File: src/rtl/instr_refill_ctrl.sv
// ---------------------------------------------------------------------------
// instr_refill_ctrl
//
// Instruction-cache miss/refill initiator. A fetch miss is latched, one
// cache-line read is issued to instruction main memory, and the returned
// line is handed to the I-cache arrays together with the instruction word
// that caused the miss. A watchdog re-issues the read if memory stays silent,
// and after a bounded number of re-requests the refill is abandoned with an
// error pulse.
//
// Ports
//   i_clk, i_rst        clock; synchronous active-high reset
//   i_miss_req          fetch miss, held by the requester until o_refill_valid
//   i_miss_addr         byte address of the missed fetch (4-byte aligned)
//   o_busy              refill in progress, stalls fetch
//   o_mem_read_req      one-cycle read request to instruction memory
//   o_mem_read_address  line-aligned read address
//   i_mem_read_done     memory response strobe, line valid on i_cache_line
//   i_cache_line        returned line, word 0 in the low bits
//   o_refill_valid      one-cycle pulse: refill line/addr/instr are valid
//   o_refill_addr       line-aligned address of the refilled line
//   o_refill_line       captured line
//   o_refill_instr      missed instruction word taken from the line
//   o_refill_err        one-cycle pulse: retries exhausted, nothing returned
// ---------------------------------------------------------------------------
module instr_refill_ctrl #(
  parameter int ADDR_WIDTH       = 64,
  parameter int CACHE_LINE_WIDTH = 256,
  parameter int TIMEOUT          = 16,
  parameter int MAX_RETRY        = 3
) (
  input  logic                        i_clk,
  input  logic                        i_rst,
  input  logic                        i_miss_req,
  input  logic [ADDR_WIDTH-1:0]       i_miss_addr,
  output logic                        o_busy,
  output logic                        o_mem_read_req,
  output logic [ADDR_WIDTH-1:0]       o_mem_read_address,
  input  logic                        i_mem_read_done,
  input  logic [CACHE_LINE_WIDTH-1:0] i_cache_line,
  output logic                        o_refill_valid,
  output logic [ADDR_WIDTH-1:0]       o_refill_addr,
  output logic [CACHE_LINE_WIDTH-1:0] o_refill_line,
  output logic [31:0]                 o_refill_instr,
  output logic                        o_refill_err
);

  localparam int LINE_BYTES  = CACHE_LINE_WIDTH / 8;
  localparam int OFFSET_BITS = $clog2(LINE_BYTES);
  localparam int SEL_BITS    = $clog2(CACHE_LINE_WIDTH);
  localparam int WD_W        = (TIMEOUT > 1) ? $clog2(TIMEOUT) : 1;
  localparam int RT_W        = (MAX_RETRY > 0) ? $clog2(MAX_RETRY + 1) : 1;

  localparam logic [ADDR_WIDTH-1:0] LINE_MASK = ~ADDR_WIDTH'(LINE_BYTES - 1);
  localparam logic [WD_W-1:0]       WD_LAST   = WD_W'(TIMEOUT - 1);
  localparam logic [RT_W-1:0]       RT_MAX    = RT_W'(MAX_RETRY);

  typedef enum logic [2:0] {
    S_IDLE,
    S_REQ,
    S_WAIT,
    S_FILL,
    S_ERR
  } state_t;

  state_t                        r_state;
  state_t                        w_next;
  logic [WD_W-1:0]               r_wd;
  logic [RT_W-1:0]               r_retry;
  logic [OFFSET_BITS-3:0]        r_word_idx;
  logic                          w_wd_expired;
  logic                          w_take_done;
  logic [SEL_BITS-1:0]           w_bit_sel;

  logic                          r_busy;
  logic                          r_req;
  logic [ADDR_WIDTH-1:0]         r_mem_addr;
  logic                          r_valid;
  logic [ADDR_WIDTH-1:0]         r_refill_addr;
  logic [CACHE_LINE_WIDTH-1:0]   r_line;
  logic [31:0]                   r_instr;
  logic                          r_err;

  // A response is only accepted while waiting for one; strays elsewhere are dropped.
  assign w_take_done  = (r_state == S_WAIT) && i_mem_read_done;
  assign w_wd_expired = (r_state == S_WAIT) && (r_wd == WD_LAST);
  // Bit offset of the missed 32-bit word inside the line.
  assign w_bit_sel    = SEL_BITS'({r_word_idx, 5'b00000});

  // State register.
  always_ff @(posedge i_clk) begin
    if (i_rst) begin
      r_state <= S_IDLE;
    end else begin
      r_state <= w_next;
    end
  end

  // Next-state decode. A response arriving on the watchdog's last cycle
  // still counts, so done is checked before expiry.
  always_comb begin
    w_next = r_state;
    case (r_state)
      S_IDLE: if (i_miss_req) w_next = S_REQ;
      S_REQ:  w_next = S_WAIT;
      S_WAIT: begin
        if (i_mem_read_done) begin
          w_next = S_FILL;
        end else if (w_wd_expired) begin
          w_next = (r_retry < RT_MAX) ? S_REQ : S_ERR;
        end
      end
      S_FILL: w_next = S_IDLE;
      S_ERR:  w_next = S_IDLE;
      default: w_next = S_IDLE;
    endcase
  end

  // Watchdog and retry bookkeeping. The watchdog only runs in WAIT, so every
  // (re)request starts a fresh timeout window; the retry count survives
  // re-requests and is cleared once the refill resolves either way.
  always_ff @(posedge i_clk) begin
    if (i_rst) begin
      r_wd    <= '0;
      r_retry <= '0;
    end else begin
      r_wd <= (r_state == S_WAIT) ? r_wd + 1'b1 : '0;
      if (r_state == S_FILL || r_state == S_ERR) begin
        r_retry <= '0;
      end else if (w_wd_expired && !i_mem_read_done && (r_retry < RT_MAX)) begin
        r_retry <= r_retry + 1'b1;
      end
    end
  end

  // Registered outputs. Strobes are decoded from the next state so they line
  // up with the state they describe; the refill payload is captured on the
  // accepted response and held until the following refill.
  always_ff @(posedge i_clk) begin
    if (i_rst) begin
      r_busy        <= 1'b0;
      r_req         <= 1'b0;
      r_mem_addr    <= '0;
      r_word_idx    <= '0;
      r_valid       <= 1'b0;
      r_refill_addr <= '0;
      r_line        <= '0;
      r_instr       <= '0;
      r_err         <= 1'b0;
    end else begin
      r_busy  <= (w_next != S_IDLE);
      r_req   <= (w_next == S_REQ);
      r_valid <= (w_next == S_FILL);
      r_err   <= (w_next == S_ERR);
      if (r_state == S_IDLE && i_miss_req) begin
        r_mem_addr <= i_miss_addr & LINE_MASK;
        r_word_idx <= i_miss_addr[OFFSET_BITS-1:2];
      end
      if (w_take_done) begin
        r_line        <= i_cache_line;
        r_instr       <= i_cache_line[w_bit_sel +: 32];
        r_refill_addr <= r_mem_addr;
      end
    end
  end

  assign o_busy             = r_busy;
  assign o_mem_read_req     = r_req;
  assign o_mem_read_address = r_mem_addr;
  assign o_refill_valid     = r_valid;
  assign o_refill_addr      = r_refill_addr;
  assign o_refill_line      = r_line;
  assign o_refill_instr     = r_instr;
  assign o_refill_err       = r_err;

endmodule

File: config.mk
export PLATFORM = sky130hd
export DESIGN_NAME = instr_refill_ctrl
export DESIGN_NICKNAME = d
export VERILOG_FILES = /design/src/rtl/instr_refill_ctrl.sv
export SDC_FILE = /design/constraint.sdc
export NUM_CORES = 1
export LEC_CHECK = 0
export BUFFER_PORTS_ARGS = -buffer_cell sky130_fd_sc_hd__buf_2
export CAP_MARGIN = 20
export CORE_AREA = 2 2 290 292
export DETAILED_ROUTE_END_ITERATION = 8
export DIE_AREA = 0 0 292 294
export PLACE_DENSITY_LB_ADDON = 0.05
export SLEW_MARGIN = 5
export SYNTH_ARGS = -nofsm -noshare
export SYNTH_HDL_FRONTEND = slang
export SYNTH_SLANG_ARGS = --single-unit
File: constraint.sdc
create_clock -name i_clk -period 3.4 [get_ports i_clk]
set_clock_uncertainty 0.05 [all_clocks]
set_input_delay 0.17 -clock i_clk [delete_from_list [all_inputs] [get_ports i_clk]]
set_output_delay 0.17 -clock i_clk [all_outputs]
set_load 0.01 [all_outputs]
==> results of run 1 <==
## cell type report
type                       instances  area (µm²)  share of cell area
antenna                            5        12.5            0.000470
timing repair buffer            1112        7590               0.285
multi-input combinational       1474        7380               0.277
sequential                       422        8450               0.318
tap                             1080        1350              0.0508
inverter                           1        3.75            0.000141
clock inverter                    14         180             0.00677
clock buffer                      86        1630              0.0614
## cell usage after synthesis, drive strengths merged (2+ instances only)
master and count:
clkbuf 92, nand2 756, nand3 2, ha 2, a22oi 64, mux2i 129, nor2 43, nor3 36
buf 87, xor2 2, a21oi 410, and2 3, dfxtp 422, nor2b 5
## critical path, cell delays in order (launching register included)
cell and delay, ps:
dfxtp_1 530, nor3b_2 430, and2_4 550, buf_4 490, nand2_1 110, a21oi_1 140
dlygate4sd3_1 570
## cell families (layout without fill, tap and decap cells)
kind of cell	after synthesis	in the layout
AND/OR/NAND/NOR	852	852
adder cells (fa/ha/maj)	2	2
other	1	15
AO/OA/AOI/OAI	478	478
multiplexers	129	129
flip-flops	422	422
XOR/XNOR	3	3
buffers and inverters	180	1213
## power by group
part	switching (W)	leakage (nW)	internal [W]	total, W
logic	0.00113	7.00	0.000817	0.00195
registers	0.000126	3.42	0.00513	0.00526
clock network	0.00234	0.891	0.00357	0.00591
total	0.00360	11.3	0.00952	0.0131
## metal layers
layer | GRT usage | part of all wire | up-vias
met5 | 0 | 0 | -
met4 | 0.0549 | 0.027 | 0
met3 | 0.0634 | 0.079 | 106
met2 | 0.340 | 0.49 | 572
met1 | 0.224 | 0.40 | 8457
li1 | - | - | 8846
## sequential cells by signal, summed over array words and instances (netlist names)
| signal | cells |
|---|---|
| o_mem_read_req | 1 |
| r_retry | 2 |
| r_word_idx | 3 |
| r_state | 3 |
| o_refill_addr | 59 |
| o_refill_line | 256 |
| o_mem_read_address | 59 |
| r_wd | 4 |
| o_refill_valid | 1 |
| o_refill_err | 1 |
| o_busy | 1 |
| o_refill_instr | 32 |
## final timing paths
path,start,endpoint,slack (ps),cells after the start
worst max-delay path,r_state[1],o_refill_line[102],420,6
worst min-delay path,i_miss_addr[63],o_mem_read_address[63],310,4
worst max register to register,r_state[1],o_refill_line[102],420,6
worst min register to register,o_refill_line[120],o_refill_line[120],400,2
## cells in the final DEF, fill, tap and decap left out, types with 17 or more instances in the layout
| cell | Yosys | final |
|---|---|---|
| a21oi_1 | 410 | 410 |
| a22oi_1 | 64 | 64 |
| buf_2 | 21 | 730 |
| clkbuf_1 | 92 | 17 |
| clkbuf_16 | 0 | 55 |
| dfxtp_1 | 422 | 421 |
| dlygate4sd3_1 | 0 | 351 |
| mux2i_1 | 129 | 129 |
| nand2_1 | 755 | 755 |
| nor2_1 | 43 | 42 |
| nor3_1 | 21 | 21 |
## per-stage QoR
stage	setup WS [ps]	cells	power [W]	utilization	cell area, µm²
floorplan	1910	2076	0.00618	-	16900
global placement	963	3738	0.00703	0.257	21300
detailed placement	940	3738	0.00704	0.257	21300
CTS	398	4189	0.0134	0.321	26600
global route	220	4192	0.0138	0.321	26600
finish	424	4194	0.0131	0.321	26600
==> impl_metrics.csv, run 1 <==
group,metric,value,unit
final_layout,synthToLayoutAreaGrowth,57.7,%
status,outcome,"completed",
global_routing,overflow,0,
clock_tree,cts_buffers,54,
routing,detail_route.wl_per_cell,20.8,µm
global_routing,antenna_found_initial,4,
timing,fin_tns_setup,0,ps
synthesis,synth-adder-area-share,0.00148,
synthesis,synth-compound-area-share,0.152,
routing,drt_pass1_iterations,7,
worst_setup_path,worstPathRequired,3890,ps
final_layout,drive_above_1_share,0.280,
clock_tree,cts_tree,"yes",
clock_tree,holdBufCountCts,351,
synthesis,synth.yosys.seq_area_share,0.501,
final_layout,layout.nets,3391,
synthesis,synth_top_family_by_area,"simple AND/OR/NAND/NOR gates",
synthesis,synth_mux_area_frac,0.0765,
synthesis,syn_area,16900,µm²
placement,dp.final_hpwl,63.1,mm
synthesis,synth_edf_count,0,
worst_setup_path,worst-endpoint-arrival,3460,ps
routing,first_iter_violations,693,
synthesis,ys_seq_elements,422,
die,start_util,0.204,
routing,vias_per_cell,4.29,
synthesis,synth_xor_area_frac,0.00156,
clock_tree,cts-resized-gates,0,
worst_setup_path,start_kind,"register",
routing,antenna_left,0,
min_path,min_path_type,"input pin to register",
clock_tree,post-cts-setup-buffer-count,0,
synthesis,avgSynthCellArea,8.16,µm²
die,ios,744,
placement,place_congestion,0.801,
power,leakage,11.3,nW
routing,drc,0,
timing,setup_viol,0,
die,die_w,292,µm
timing,fmax,0.336,GHz
die,die_h,294,µm
synthesis,synth-main-ff-cell,"dfxtp_1",
timing,rsz0062_at_grt,"no",
clock_tree,htree_levels,2,
synthesis,ys_types,34,
timing,holdWs,308,ps
global_routing,grt_pass1_wl,124,mm
worst_setup_path,worstSetupPathType,"register to register",
timing,drv_slew,0,
timing,relSlewSlack,0.325,
timing,tightest_slew,1010,ps
synthesis,yosys.area_share.simple,0.201,
routing,vias,17981,
run,maxCapViolCount,0,
global_routing,first_global_vias,18098,
final_layout,n_fill_cell,8986,
synthesis,yosys.area.top_type,"dfxtp_1",
clock_tree,clkTransAtPathRegs,60,ps
clock_tree,cts_root_buf,"clkbuf_16",
placement,io_buffer_count,731,
routing,wl,87.4,mm
clock_tree,clkLatencyLatePin,590,ps
synthesis,synth_top_cell_area_share,0.501,
clock_tree,clock-sinks,422,
synthesis,syn_inst,2067,
global_routing,grtUsageTotal,0.194,
timing,min_period_over_period,0.875,
die,die_area,85800,µm²
synthesis,synth_area_leaders,"dfxtp_1, nand2_1, a21oi_1, mux2i_1, a22oi_1",
worst_setup_path,critical_path.max_fanout,36,
die,core,82900,µm²
timing,period_minus_slack,2980,ps
timing,hold_violations,0,
clock_tree,clk_path_buf_depth,3,
worst_setup_path,end_kind,"register",
synthesis,async_flop_share,0,
synthesis,yosys_warnings,0,
power,power_density,493,nW/µm²
die,rows,106,
power,irDropWorstVdd,309,µV
global_routing,grt_start_max_net_pins,101,
(Power assumes the default switching activity.)
==> run 2, diff against run 1 <==
- BUFFER_PORTS_ARGS: -buffer_cell sky130_fd_sc_hd__buf_2 -> -buffer_cell sky130_fd_sc_hd__buf_4
- SETUP_SLACK_MARGIN: not set -> 0.1
==> impl_metrics.csv, run 2 (same netlist as run 1, synthesis figures left out) <==
group,metric,value,unit
status,outcome,"completed",
worst_setup_path,start_kind,"register",
clock_tree,clk_path_buf_depth,3,
timing,drv_slew,0,
worst_setup_path,rrSetupSlack,1040,ps
timing,setup_slack,1040,ps
routing,vias,17818,
die,die_w,292,µm
power,p_switching,0.00356,W
routing,detail_route.wl_per_cell,21.0,µm
final_layout,final_common_cell,"nand2_1",
worst_setup_path,worstPathRequired,3820,ps
timing,fmax,0.424,GHz
die,die_h,294,µm
power,comb_power_share,0.163,
global_routing,grt_pass1_wl,124,mm
timing,fin_tns_setup,0,ps
min_path,min_path_type,"input pin to register",
global_routing,grtUsageTotal,0.194,
timing,relSlewSlack,0.457,
worst_setup_path,r2r_start,"r_word_idx[1]",
clock_tree,cts_buffers,54,
placement,place_congestion,0.778,
routing,vias_per_cell,4.28,
placement,dp_slack,1000,ps
clock_tree,cts_tree,"yes",
routing,first_iter_violations,760,
min_path,hold_depth,2,
placement,io_buffer_count,731,
final_layout,synthToLayoutAreaGrowth,67.2,%
clock_tree,clock-sinks,422,
min_path,worstHoldStart,"i_rst",
global_routing,overflow,0,
power,seq_power_share,0.396,
power,netSwitchingFraction,0.268,
routing,antenna_left,0,
routing,drc,0,
run,maxCapViolCount,0,
die,core,82900,µm²
power,power_density,471,nW/µm²
power,leakage,11.4,nW
final_layout,regArea,8450,µm²
worst_setup_path,critical_path.max_fanout,28,
die,ios,744,
final_layout,final_core_utilization,0.340,
final_layout,drive_above_1_share,0.282,
routing,drt_pass1_iterations,5,
die,start_util,0.204,
global_routing,grt_start_max_net_pins,90,
final_layout,multi_input_area,7380,µm²
worst_setup_path,ff2ff_path_depth,6,
worst_setup_path,reg2reg_to,"o_refill_instr[26]",
clock_tree,clkLatencyLatePin,580,ps
power,p_int,0.00972,W
timing,period_minus_slack,2360,ps
die,die_area,85800,µm²
clock_tree,clkTransAtPathRegs,60,ps
timing,min_period_over_period,0.693,
final_layout,final_cell_mix,"nand2_1, buf_4, dfxtp_1",
routing,wl,87.5,mm
power,irDropWorstVdd,335,µV
clock_tree,cts-resized-gates,0,
clock_tree,cts_root_buf,"clkbuf_16",
worst_setup_path,endpoint,"o_refill_instr[26]",
worst_setup_path,worst-endpoint-arrival,2780,ps
die,rows,106,
worst_setup_path,end_kind,"register",
timing,hold_violations,0,
worst_setup_path,worstSetupPathType,"register to register",
placement,dp.final_hpwl,63.8,mm
timing,tightest_slew,815,ps
global_routing,first_global_vias,18279,
power,power.share.clock,0.441,
timing,rsz0062_at_grt,"no",
clock_tree,htree_levels,2,
final_layout,n_fill_cell,8829,
worst_setup_path,crit_start,"r_word_idx[1]",
timing,setup_viol,0,
final_layout,layout.nets,3366,
final_layout,largest_reg_flops,256,
global_routing,antenna_found_initial,4,
## run 2: changes by cell type in the layout (fill, tap and decap cells not counted), sizes merged
cell	delta
dlygate4sd3	-31
buf	+6
clkinv	-5
clkbuf	+4
bufinv	-1
inv	-1
clkinvlp	-1
## run 2: through the flow
| step | instance area (µm²) | cells | hold slack [ps] | power, W |
|---|---|---|---|---|
| floorplan | 16900 | 2076 | 256 | 0.00618 |
| global placement | 23200 | 3744 | 369 | 0.00724 |
| detailed placement | 23200 | 3744 | 376 | 0.00725 |
| CTS | 28200 | 4160 | 27.5 | 0.0136 |
| global route | 28200 | 4162 | 47.5 | 0.0139 |
| finish | 28200 | 4165 | 39.5 | 0.0133 |
## run 2: routing by layer
| layer | vias up | share of wire | track usage |
|---|---|---|---|
| li1 | 8794 | - | - |
| met1 | 8367 | 0.40 | 0.219 |
| met2 | 553 | 0.49 | 0.343 |
| met3 | 104 | 0.081 | 0.0661 |
| met4 | 0 | 0.029 | 0.0616 |
| met5 | - | 0 | 0 |
## run 2: worst max-delay path, cell delays in order, from the launching register on
cell and delay (ps):
dfxtp_4 610, buf_12 290, buf_4 360, mux2i_1 470
a22oi_1 160, a21oi_1 190, nor3_2 60
## run 2: cell type report
cell class	instances	area share
timing repair buffer	1087	0.326
sequential	422	0.300
multi-input combinational	1474	0.262
clock buffer	90	0.0599
tap	1080	0.0479
clock inverter	6	0.00373
antenna	5	0.000444
inverter	1	0.000133
## run 2: power groups by stage
stage	registers, W	logic, W	clock network, W
finish	0.00526	0.00216	0.00586
global route	0.00529	0.00234	0.00625
CTS	0.00527	0.00221	0.00608
detailed placement	0.00537	0.00188	0
global placement	0.00536	0.00188	0
floorplan	0.00542	0.000758	0
## run 2: timing repair
item / 4_1_cts / 5_1_grt
endpoints found under the setup margin: 0 / 0
hold buffers: 320 / 0
buffers inserted: 0 / 0
hold endpoints to repair: 323 / 0
## run 2: worst min-delay path by stage
stage,endpoint,slack [ps]
final,o_refill_line[228],40
after global routing,o_refill_line[95],50
after CTS,o_refill_line[98],30
after detailed placement,o_mem_read_address[63],380
after global placement,o_mem_read_address[38],370
after floorplan,r_word_idx[0],260
